File: src/rtl/slicem_cfg_pkg.sv
// Shared types and size helpers for the slice config loader.
// Optional parity-word checking is selected with the CFG_PARITY_EN macro in the loader.
package slicem_cfg_pkg;

  localparam int DEF_S_XX_BASE = 4;
  localparam int DEF_CFG_SIZE  = 2**DEF_S_XX_BASE + 1;
  localparam int DEF_NUM_LUTS  = 4;
  localparam int DEF_WORD_W    = 8;

  typedef enum logic [2:0] {
    ST_IDLE   = 3'd0,
    ST_FILL   = 3'd1,
    ST_COMMIT = 3'd2,
    ST_DONE   = 3'd3,
    ST_ERR    = 3'd4
  } state_t;

  // One frame = every LUT's two halves plus the trailing use_cc bit.
  function automatic int frame_bits(input int cfg_size, input int num_luts);
    return num_luts * 2 * cfg_size + 1;
  endfunction

  function automatic int num_words(input int fb, input int word_w);
    return (fb + word_w - 1) / word_w;
  endfunction

  function automatic int cnt_width(input int nw);
    return $clog2(nw + 1);
  endfunction

endpackage

File: src/rtl/slicem_cfg_loader.sv
// Streams a slice config frame into a shadow register, commits it and pulses cen.
// Define CFG_PARITY_EN to require a trailing XOR parity word per frame.
module slicem_cfg_loader
  import slicem_cfg_pkg::*;
#(
  parameter int S_XX_BASE = 4,
  parameter int CFG_SIZE  = 2**S_XX_BASE + 1,
  parameter int NUM_LUTS  = 4,
  parameter int WORD_W    = 8
) (
  input  logic                                  cclk,
  input  logic                                  rst_n,
  input  logic                                  start,
  input  logic [WORD_W-1:0]                     cfg_word,
  input  logic                                  cfg_valid,
  output logic                                  cfg_ready,
  output logic [NUM_LUTS-1:0][2*CFG_SIZE-1:0]   luts_config_out,
  output logic                                  use_cc_out,
  output logic                                  cen,
  output logic                                  busy,
  output logic                                  done,
  output logic                                  err
);

  localparam int LUT_W      = 2 * CFG_SIZE;
  localparam int FRAME_BITS = frame_bits(CFG_SIZE, NUM_LUTS);
  localparam int NUM_WORDS  = num_words(FRAME_BITS, WORD_W);
  localparam int CW         = cnt_width(NUM_WORDS);

  state_t                              state_q, state_d;
  logic [CW-1:0]                       cnt_q, cnt_d;
  logic [FRAME_BITS-1:0]               shadow_q, shadow_d;
  logic [NUM_LUTS-1:0][LUT_W-1:0]      luts_q, luts_d;
  logic                                use_cc_q, use_cc_d;
  logic                                wr_word;
  logic                                load_out;
`ifdef CFG_PARITY_EN
  logic [WORD_W-1:0]                   parity_q, parity_d;
`endif

  always_comb begin
    state_d  = state_q;
    cnt_d    = cnt_q;
    shadow_d = shadow_q;
    luts_d   = luts_q;
    use_cc_d = use_cc_q;
    wr_word  = 1'b0;
    load_out = 1'b0;
`ifdef CFG_PARITY_EN
    parity_d = parity_q;
`endif

    case (state_q)
      ST_IDLE, ST_DONE, ST_ERR: begin
        if (start) begin
          state_d = ST_FILL;
          cnt_d   = '0;
`ifdef CFG_PARITY_EN
          parity_d = '0;
`endif
        end
      end
      ST_FILL: begin
        if (cfg_valid) begin
`ifdef CFG_PARITY_EN
          if (cnt_q == CW'(NUM_WORDS)) begin
            // Shadow is already complete; the extra word only gates the commit.
            if (cfg_word == parity_q) begin
              state_d  = ST_COMMIT;
              load_out = 1'b1;
            end else begin
              state_d = ST_ERR;
            end
          end else begin
            wr_word  = 1'b1;
            parity_d = parity_q ^ cfg_word;
            cnt_d    = cnt_q + 1'b1;
          end
`else
          wr_word = 1'b1;
          cnt_d   = cnt_q + 1'b1;
          if (cnt_q == CW'(NUM_WORDS - 1)) begin
            state_d  = ST_COMMIT;
            load_out = 1'b1;
          end
`endif
        end
      end
      ST_COMMIT: state_d = ST_DONE;
      default:   state_d = ST_IDLE;
    endcase

    // Pad bits past the frame end simply have no shadow bit to land in.
    if (wr_word) begin
      for (int w = 0; w < NUM_WORDS; w++) begin
        if (cnt_q == CW'(w)) begin
          for (int b = 0; b < WORD_W; b++) begin
            if (w * WORD_W + b < FRAME_BITS) shadow_d[w*WORD_W+b] = cfg_word[b];
          end
        end
      end
    end

    // Loading from shadow_d lets the final data word reach the outputs in the cen cycle.
    if (load_out) begin
      for (int k = 0; k < NUM_LUTS; k++) luts_d[k] = shadow_d[k*LUT_W +: LUT_W];
      use_cc_d = shadow_d[FRAME_BITS-1];
    end
  end

  always_ff @(posedge cclk) begin
    if (!rst_n) begin
      state_q  <= ST_IDLE;
      cnt_q    <= '0;
      shadow_q <= '0;
      luts_q   <= '0;
      use_cc_q <= 1'b0;
`ifdef CFG_PARITY_EN
      parity_q <= '0;
`endif
    end else begin
      state_q  <= state_d;
      cnt_q    <= cnt_d;
      shadow_q <= shadow_d;
      luts_q   <= luts_d;
      use_cc_q <= use_cc_d;
`ifdef CFG_PARITY_EN
      parity_q <= parity_d;
`endif
    end
  end

  assign cfg_ready       = (state_q == ST_FILL);
  assign cen             = (state_q == ST_COMMIT);
  assign busy            = (state_q == ST_FILL) || (state_q == ST_COMMIT);
  assign done            = (state_q == ST_DONE);
  assign luts_config_out = luts_q;
  assign use_cc_out      = use_cc_q;
`ifdef CFG_PARITY_EN
  assign err = (state_q == ST_ERR);
`else
  assign err = 1'b0;
`endif

endmodule

File: config.mk
export PLATFORM = sky130hd
export DESIGN_NAME = slicem_cfg_loader
export DESIGN_NICKNAME = d
export VERILOG_FILES = /design/src/rtl/slicem_cfg_pkg.sv /design/src/rtl/slicem_cfg_loader.sv
export SDC_FILE = /design/constraint.sdc
export NUM_CORES = 1
export LEC_CHECK = 0
export CORE_MARGIN = 4
export CORE_UTILIZATION = 40
export DETAILED_ROUTE_END_ITERATION = 10
export SYNTH_ARGS = -nofsm -noshare
export SYNTH_HDL_FRONTEND = slang
export SYNTH_SLANG_ARGS = --single-unit
export TNS_END_PERCENT = 100
File: constraint.sdc
create_clock -name cclk -period 5.4 [get_ports cclk]
set_clock_uncertainty 0.15 [all_clocks]
set_input_delay 1.08 -clock cclk [delete_from_list [all_inputs] [get_ports cclk]]
set_output_delay 1.08 -clock cclk [all_outputs]
set_load 0.05 [all_outputs]
==> results of run 1 <==
-- flip-flops by register name, indices dropped and copies added, names as in the netlist --
name / flops
luts_config_out: 136
shadow_q: 136
state_q: 2
cnt_q: 5
use_cc_out: 1
-- cell families after synthesis --
| kind of cell | synth area share, % |
|---|---|
| adders and majority gates | 1.07 |
| other | 0.0356 |
| DFF | 53.3 |
| buffers and inverters | 3.82 |
| AOI/OAI and AO/OA | 14.2 |
| muxes | 9.80 |
| and+or+nand+nor | 17.8 |
-- Yosys cell counts, types with 3 or more instances --
cell / n / area (um^2)
clkbuf_1: 59 / 221
buf_1: 8 / 30.0
a21boi_1: 6 / 45.0
dfxtp_1: 280 / 5610
a21oi_1: 50 / 250
a21boi_0: 94 / 706
and2_1: 4 / 25.0
a31oi_1: 8 / 50.1
and4b_1: 3 / 30.0
mux2i_1: 103 / 1030
inv_1: 8 / 30.0
nand4_1: 3 / 18.8
nand2_1: 215 / 807
nor2b_1: 107 / 669
buf_2: 21 / 105
nand3_1: 32 / 160
ha_1: 9 / 113
nor2_1: 6 / 22.5
o21ai_0: 76 / 380
-- power by group through the flow --
| stage | Sequential (mW) | Clock [mW] | Combinational, mW |
|---|---|---|---|
| after global placement | 2.14 | 0 | 0.324 |
| final | 2.10 | 1.95 | 0.324 |
| after floorplan | 2.14 | 0 | 0.242 |
| after detailed placement | 2.15 | 0 | 0.326 |
| after global routing | 2.10 | 2.09 | 0.358 |
| after CTS | 2.10 | 2.01 | 0.326 |
-- worst reg2reg max path, cell delays in order (launching register included) --
cell and delay, ns:
dfxtp_1 0.40, ha_1 0.50, and4b_1 0.39, nor3b_4 0.27, buf_12 0.47, nand2_1 0.34, a21boi_0 0.19
-- worst min-delay path by stage --
stage                                 start  cells past startpoint  slack, ns                                to
floorplan           shadow_q[32]$_SDFF_PN0_                      2       0.28  luts_config_out[32]$_SDFFE_PN0P_
global placement    shadow_q[31]$_SDFF_PN0_                      2       0.29  luts_config_out[31]$_SDFFE_PN0P_
detailed placement  shadow_q[32]$_SDFF_PN0_                      2       0.29  luts_config_out[32]$_SDFFE_PN0P_
CTS                 shadow_q[31]$_SDFF_PN0_                      2       0.30  luts_config_out[31]$_SDFFE_PN0P_
global route        shadow_q[32]$_SDFF_PN0_                      2       0.32  luts_config_out[32]$_SDFFE_PN0P_
finish              shadow_q[31]$_SDFF_PN0_                      2       0.30  luts_config_out[31]$_SDFFE_PN0P_
-- layout make-up --
cell class	instances	area, um^2
tap	335	419
sequential	280	5610
multi-input combinational	739	4510
timing repair buffer	159	1590
clock inverter	6	35.0
inverter	8	30.0
clock buffer	44	915
fill	2473	12900
-- routing by layer --
layer	global-route usage, %	wire, um
met1	24.7	12500
met2	26.3	10900
met3	4.07	1620
met4	3.37	280
met5	0	0
-- stage by stage --
| step | cells | utilization, % | setup slack, ns | total power [mW] | instance area (um^2) |
|---|---|---|---|---|---|
| final | 1571 | 50.4 | 1.85 | 4.38 | 13100 |
| after global routing | 1571 | 50.4 | 1.75 | 4.55 | 13100 |
| after CTS | 1571 | 50.4 | 1.84 | 4.43 | 13100 |
| after detailed placement | 1521 | 46.8 | 1.71 | 2.47 | 12200 |
| after global placement | 1521 | 46.8 | 1.80 | 2.47 | 12200 |
| after floorplan | 1117 | - | 2.97 | 2.38 | 10500 |
==> reports/results.ini, run 1 <==
[timing]
finalCritPeriodShare_pct = 65.8
finalSetupViolCount = 0
finalSetupTns_ns = 0
worst_pin_slew_ns = 1.15
grt_setup_unrepaired = false
hold_viol = 0
max_freq_mhz = 281
hold_ws_ns = 0.300
maxSlewHeadroom_pct = 23.0
slew_viol_final = 0
min_period_ns = 3.55

[worst_setup_path]
crit-reg2reg-launch = state_q[0]$_SDFFE_PN0P_
path_max_fanout = 15
worstPathRequired_ns = 4.17
critPathArrivalTime_ns = 2.32
path_cells = ha_1 -> clkdlybuf4s50_1
crit_end = cfg_ready
cpMaxStageDelayCell = clkdlybuf4s50_1
end_kind = output pin
worst-path-stages = 2
critical_path_class = flop to output pin
start_kind = flop
crit_family = buffers and inverters
timing.rr.end = luts_config_out[26]$_SDFFE_PN0P_
path_buf_inv = 1
critPathMaxStageDelay_ns = 0.90
worst-r2r-setup-slack_ns = 2.62
cp-startpoint = state_q[0]$_SDFFE_PN0P_
r2r_cells = 6

[clock_network]
clockBufferDepth = 3
clk_pin_slew_ns = 0.05
clock-sinks = 280
cts_inserted_buffers = 30
clkLatencyLatePin_ns = 0.54
postCtsSetupBuffers = 0
h-tree-depth = 1
cts_hold_buf = 0
cts_tree = built
cts.repair.resized = 0
cts_root_buffer = clkbuf_16

[floorplan]
coreArea_mm2 = 0.0260
die_h_um = 170
rows = 59
die_w_um = 170
die_area_mm2 = 0.0290
top_level_ports = 154
start_util_pct = 40.5

[final_layout]
final_cell_mix = dfxtp_1 (280), nand2_1 (215), clkdlybuf4s50_1 (151)
nets = 1239
n_antenna_cell = 0
final_common_cell = dfxtp_1
drive_gt1_share_pct = 4.77
area_delta_synth_final_pct = 24.6

[synth]
ys_seq_area_share_pct = 53.3
syn-num-nets = 1138
syn_area_mm2 = 0.0105
postSynthAreaPerCell_um2 = 9.42
synthCells = 1117
yosysUniqueCellTypes = 38
synth_ff_type = dfxtp_1
yosys_warnings = 0
synth-seq-cells = 280
synth-edff-count = 0
async_reset_ff_share_pct = 0

[power]
seq_power_share_pct = 48.0
power.density_mw_per_mm2 = 334
swShare_pct = 23.6
p_int_mw = 3.34
vdd_drop_max_mv = 0.184
power_frac_clock_pct = 44.7
leakagePower_nw = 4.91
switchingPower_mw = 1.03
comb_power_share_pct = 7.4

[global_route]
grt-ovfl-total = 0
grt_max_degree = 178
grt_pass1_vias = 7284
antenna_found_initial = 0
track_usage_pct = 17.1
grt_pass1_wl_um = 40700

[drt]
wl_um = 25300
drc = 0
viasPerCell = 4.88
wl_per_cell_um = 16.1
vias = 7668
drt_iter0_markers = 502
dr.pass1.iters = 4
antenna_left = 0

[job]
max_cap_viol_count = 0

[place]
io_buffer_count = 152
hpwl_um = 14800
place_congestion = 0.763

[min_path]
hold_class = flop to flop

[outcome]
status = finished clean

Note: power is estimated with default switching activity, not from simulation.
==> run 2: changes to the inputs <==
Clock period 5.4 ns to 3.02 ns, I/O delays scaled along.
==> run 2 against run 1 <==
  * First-iteration DRC count down 11%
  * Global-route usage up 0.25 points
  * Highest routed layer unchanged
  * Clock power up 93%
==> reports/results.ini, run 2 (synthesis gave the netlist of run 1 again) <==
[outcome]
status = finished clean

[final_layout]
final_common_cell = dfxtp_1
area_delta_synth_final_pct = 27.8
n_antenna_cell = 0
nets = 1264
drive_gt1_share_pct = 7.11
final_cell_mix = dfxtp_1 (280), nand2_1 (215), clkdlybuf4s50_1 (149)
fillers = 2473
multi_input_area_mm2 = 0.00451
regArea_mm2 = 0.00561

[drt]
wl_per_cell_um = 16.1
antenna_left = 0
viasPerCell = 4.89
drc = 0
drt_iter0_markers = 446
wl_met3_um = 1800
wl_met1_um = 12500
highest_layer = met4
vias = 7827
dr.pass1.iters = 4
route.met2.wl_um = 11200
wl_um = 25800

[timing]
worst_pin_slew_ns = 0.961
hold_viol = 0
setup_slack_ns = 0.228
slew_viol_final = 0
maxSlewHeadroom_pct = 35.7
min_period_ns = 2.79
finalSetupTns_ns = 0
finalCritPeriodShare_pct = 92.4
finalSetupViolCount = 0
max_freq_mhz = 358
grt_setup_unrepaired = false

[global_route]
antenna_found_initial = 0
grt_pass1_wl_um = 41100
track_usage_pct = 17.4
grt_pass1_vias = 7414
grt-ovfl-total = 0
grt_max_degree = 109

[worst_setup_path]
worstPathRequired_ns = 2.27
critPathArrivalTime_ns = 2.04
critical_path_class = flop to output pin
start_kind = flop
end_kind = output pin
path_max_fanout = 15

[floorplan]
die_h_um = 170
die_w_um = 170
die_area_mm2 = 0.0290
start_util_pct = 40.5
rows = 59
coreArea_mm2 = 0.0260
top_level_ports = 154

[clock_network]
clkLatencyLatePin_ns = 0.55
cts_inserted_buffers = 30
cts_root_buffer = clkbuf_16
cts_hold_buf = 0
h-tree-depth = 1
postCtsSetupBuffers = 0
clock-sinks = 280
clockBufferDepth = 3
clk_pin_slew_ns = 0.06
cts_tree = built

[job]
max_cap_viol_count = 0

[power]
seq_power_share_pct = 46.3
comb_power_share_pct = 7.4
swShare_pct = 23.6
switchingPower_mw = 1.92
power_frac_clock_pct = 46.3
vdd_drop_max_mv = 0.411
leakagePower_nw = 5.12
p_int_mw = 6.19
power.density_mw_per_mm2 = 603

[min_path]
hold_class = input pin to flop

[place]
pre_cts_ws_ns = 0.441
io_buffer_count = 152
hpwl_um = 15900
place_congestion = 0.792

run 2: final cells by class:
class	instances	area share, %
Tap cell	335	3.12
Timing Repair Buffer	184	13.8
Sequential cell	280	41.7
Inverter	8	0.223
Clock buffer	39	6.44
Clock inverter	15	1.18
Multi-Input combinational cell	739	33.6
run 2: per-stage QoR:
step	power (mW)	area (um^2)	util, %	hold slack, ns	cells
6_report	8.11	13400	51.7	0.224	1600
5_1_grt	8.42	13400	51.7	0.215	1600
4_1_cts	8.20	13400	51.7	0.209	1600
3_5_place_dp	4.45	12400	47.8	0.295	1546
3_3_place_gp	4.44	12400	47.8	0.289	1546
2_1_floorplan	4.26	10500	-	0.280	1117
run 2: worst paths after layout:
kind                                                       start                               end  slack, ns  cells after the start
worst max-delay path                     state_q[0]$_SDFFE_PN0P_                         cfg_ready       0.23                      2
worst min-delay path                                       rst_n            shadow_q[7]$_SDFF_PN0_       0.22                      2
worst max register to register           state_q[0]$_SDFFE_PN0P_  luts_config_out[64]$_SDFFE_PN0P_       0.52                      7
worst min register to register  luts_config_out[29]$_SDFFE_PN0P_  luts_config_out[29]$_SDFFE_PN0P_       0.30                      2
run 2: routing by layer:
layer	track usage (%)	vias to the layer above
met3	4.32	24
met4	3.06	0
met2	27.4	165
li1	-	3999
met1	24.6	3639
met5	0	-
run 2: repair_timing:
| item | 4_1_cts | 5_1_grt |
|---|---|---|
| cloned | 0 | 0 |
| setup endpoints to repair | 1 | 1 |
| endpoints found under the hold margin | 0 | 0 |
| gates resized for setup | 1 | 1 |
run 2: critical path: stages (launching register included):
cell and delay (ns):
dfxtp_1 0.41, ha_1 0.49, dlygate4sd2_1 0.59
run 2: power groups by stage:
stage | combinational [mW] | sequential, mW | clock, mW
6_report | 0.601 | 3.76 | 3.76
5_1_grt | 0.657 | 3.76 | 4.00
4_1_cts | 0.610 | 3.75 | 3.83
3_5_place_dp | 0.614 | 3.84 | 0
3_3_place_gp | 0.608 | 3.84 | 0
2_1_floorplan | 0.432 | 3.83 | 0
==> run 3: changes to the inputs <==
Settings changed: CORE_ASPECT_RATIO set to 0.75, CORE_UTILIZATION 40 to 49, PLACE_DENSITY set to 0.76.
==> run 3 against run 2 <==
  * Setup slack better by 0.0028 ns
  * Register-to-register slack hardly changed
  * Non-clock buffer count decreased by 1
  * Via count grew 1.9%
  * Combinational power about the same
  * Count of clock-buffer cells in the layout decreased by 3
  * Sequential cell count is the same
  * Maximum frequency grew 0.10%
  * Routed wire length fell by 1.3%
  * Largest cell class unchanged
==> reports/results.ini, run 3 (synthesis gave the netlist of run 1 again) <==
[place]
place_congestion = 0.783
hpwl_um = 15800
io_buffer_count = 152

[timing]
min_period_ns = 2.79
maxSlewHeadroom_pct = 41.4
slew_viol_final = 0
finalSetupViolCount = 0
finalCritPeriodShare_pct = 92.3
hold_viol = 0
grt_setup_unrepaired = false
worst_pin_slew_ns = 0.876
max_freq_mhz = 359
finalSetupTns_ns = 0

[job]
max_cap_viol_count = 0

[clock_network]
cts_inserted_buffers = 27
clockBufferDepth = 3
cts_root_buffer = clkbuf_16
cts_tree = built
cts_hold_buf = 0
h-tree-depth = 1
clkLatencyLatePin_ns = 0.52
clock-sinks = 280
clk_pin_slew_ns = 0.06

[drt]
wl_um = 25500
viasPerCell = 5.16
drt_iter0_markers = 477
wl_per_cell_um = 16.5
dr.pass1.iters = 5
antenna_left = 0
vias = 7977
drc = 0

[worst_setup_path]
start_kind = flop
critical_path_class = flop to output pin
critPathArrivalTime_ns = 2.03
path_cells = ha_1 -> dlygate4sd2_1
worstPathRequired_ns = 2.27
end_kind = output pin
cpMaxStageDelayCell = dlygate4sd2_1
critPathMaxStageDelay_ns = 0.60
worst-r2r-setup-slack_ns = 0.51
path_max_fanout = 15

[power]
comb_power_share_pct = 7.5
leakagePower_nw = 5.08
vdd_drop_max_mv = 0.398
power_frac_clock_pct = 46.1
swShare_pct = 22.7
p_int_mw = 6.25
switchingPower_mw = 1.84
power.density_mw_per_mm2 = 607
seq_power_share_pct = 46.5

[floorplan]
die_area_mm2 = 0.0239
die_h_um = 135
top_level_ports = 154
start_util_pct = 49.8
rows = 46
coreArea_mm2 = 0.0211
die_w_um = 177

[global_route]
grt-ovfl-total = 0
antenna_found_initial = 0
grt_pass1_vias = 7596
track_usage_pct = 20.8
grt_pass1_wl_um = 40600
grt_max_degree = 158

[final_layout]
area_delta_synth_final_pct = 26.6
final_core_util_pct = 63.1
final_cell_mix = dfxtp_1 (280), nand2_1 (215), clkdlybuf4s50_1 (149)
nets = 1260
final_common_cell = dfxtp_1
n_antenna_cell = 0
fillers = 1758
drive_gt1_share_pct = 6.67

[outcome]
status = finished clean

[min_path]
hold_class = flop to flop

## run 3: layout make-up
type                    instances  area (um^2)  area share (%)
clock inverters                13          224            1.68
multi-input cells             739         4510            33.9
repair buffers                183         1810            13.6
well taps                     288          360            2.71
flip-flops and latches        280         5610            42.1
inverters                       8         30.0           0.225
clock buffers                  36          779            5.85
## run 3: what timing repair did
action                                  CTS  global route
buffers inserted                          0             0
gates resized for setup                   1             1
endpoints found under the setup margin    1             1
## run 3: power groups by stage
stage / logic [mW] / registers, mW / clock network (mW)
3_3_place_gp: 0.591 / 3.83 / 0
6_report: 0.602 / 3.76 / 3.72
3_5_place_dp: 0.603 / 3.84 / 0
4_1_cts: 0.601 / 3.75 / 3.80
5_1_grt: 0.658 / 3.76 / 3.93
2_1_floorplan: 0.432 / 3.83 / 0
## run 3: worst paths after layout
check | to | cells after the start | startpoint
worst min-delay path | luts_config_out[28]$_SDFFE_PN0P_ | 2 | luts_config_out[28]$_SDFFE_PN0P_
worst max-delay path | cfg_ready | 2 | state_q[0]$_SDFFE_PN0P_
worst max register to register | luts_config_out[130]$_SDFFE_PN0P_ | 7 | state_q[0]$_SDFFE_PN0P_
worst min register to register | luts_config_out[28]$_SDFFE_PN0P_ | 2 | luts_config_out[28]$_SDFFE_PN0P_
## run 3: metrics by stage
step	power [mW]	setup slack (ns)	cell area, um^2	cells	hold slack [ns]
2_1_floorplan	4.26	0.638	10500	1117	0.280
3_3_place_gp	4.43	0.499	12300	1498	0.292
3_5_place_dp	4.44	0.399	12300	1498	0.298
4_1_cts	8.16	0.0239	13300	1547	0.307
5_1_grt	8.35	0.143	13300	1547	0.324
6_report	8.08	0.231	13300	1547	0.303
## run 3: worst max-delay path, delay by kind of cell, from the launching register on
kind,cells,cell delay [ns]
buffers and inverters,1,0.60
adder cells (fa/ha/maj),1,0.50
flip-flops,1,0.42
## run 3: metal layers
layer  GRT usage [%]  routed length, um  vias to the layer above
met5               0                  0                        -
met4            5.20                476                        0
met3            3.33               1210                       44
met2            32.3              11300                      188
met1            30.5              12500                     3759
li1                -                  -                     3986
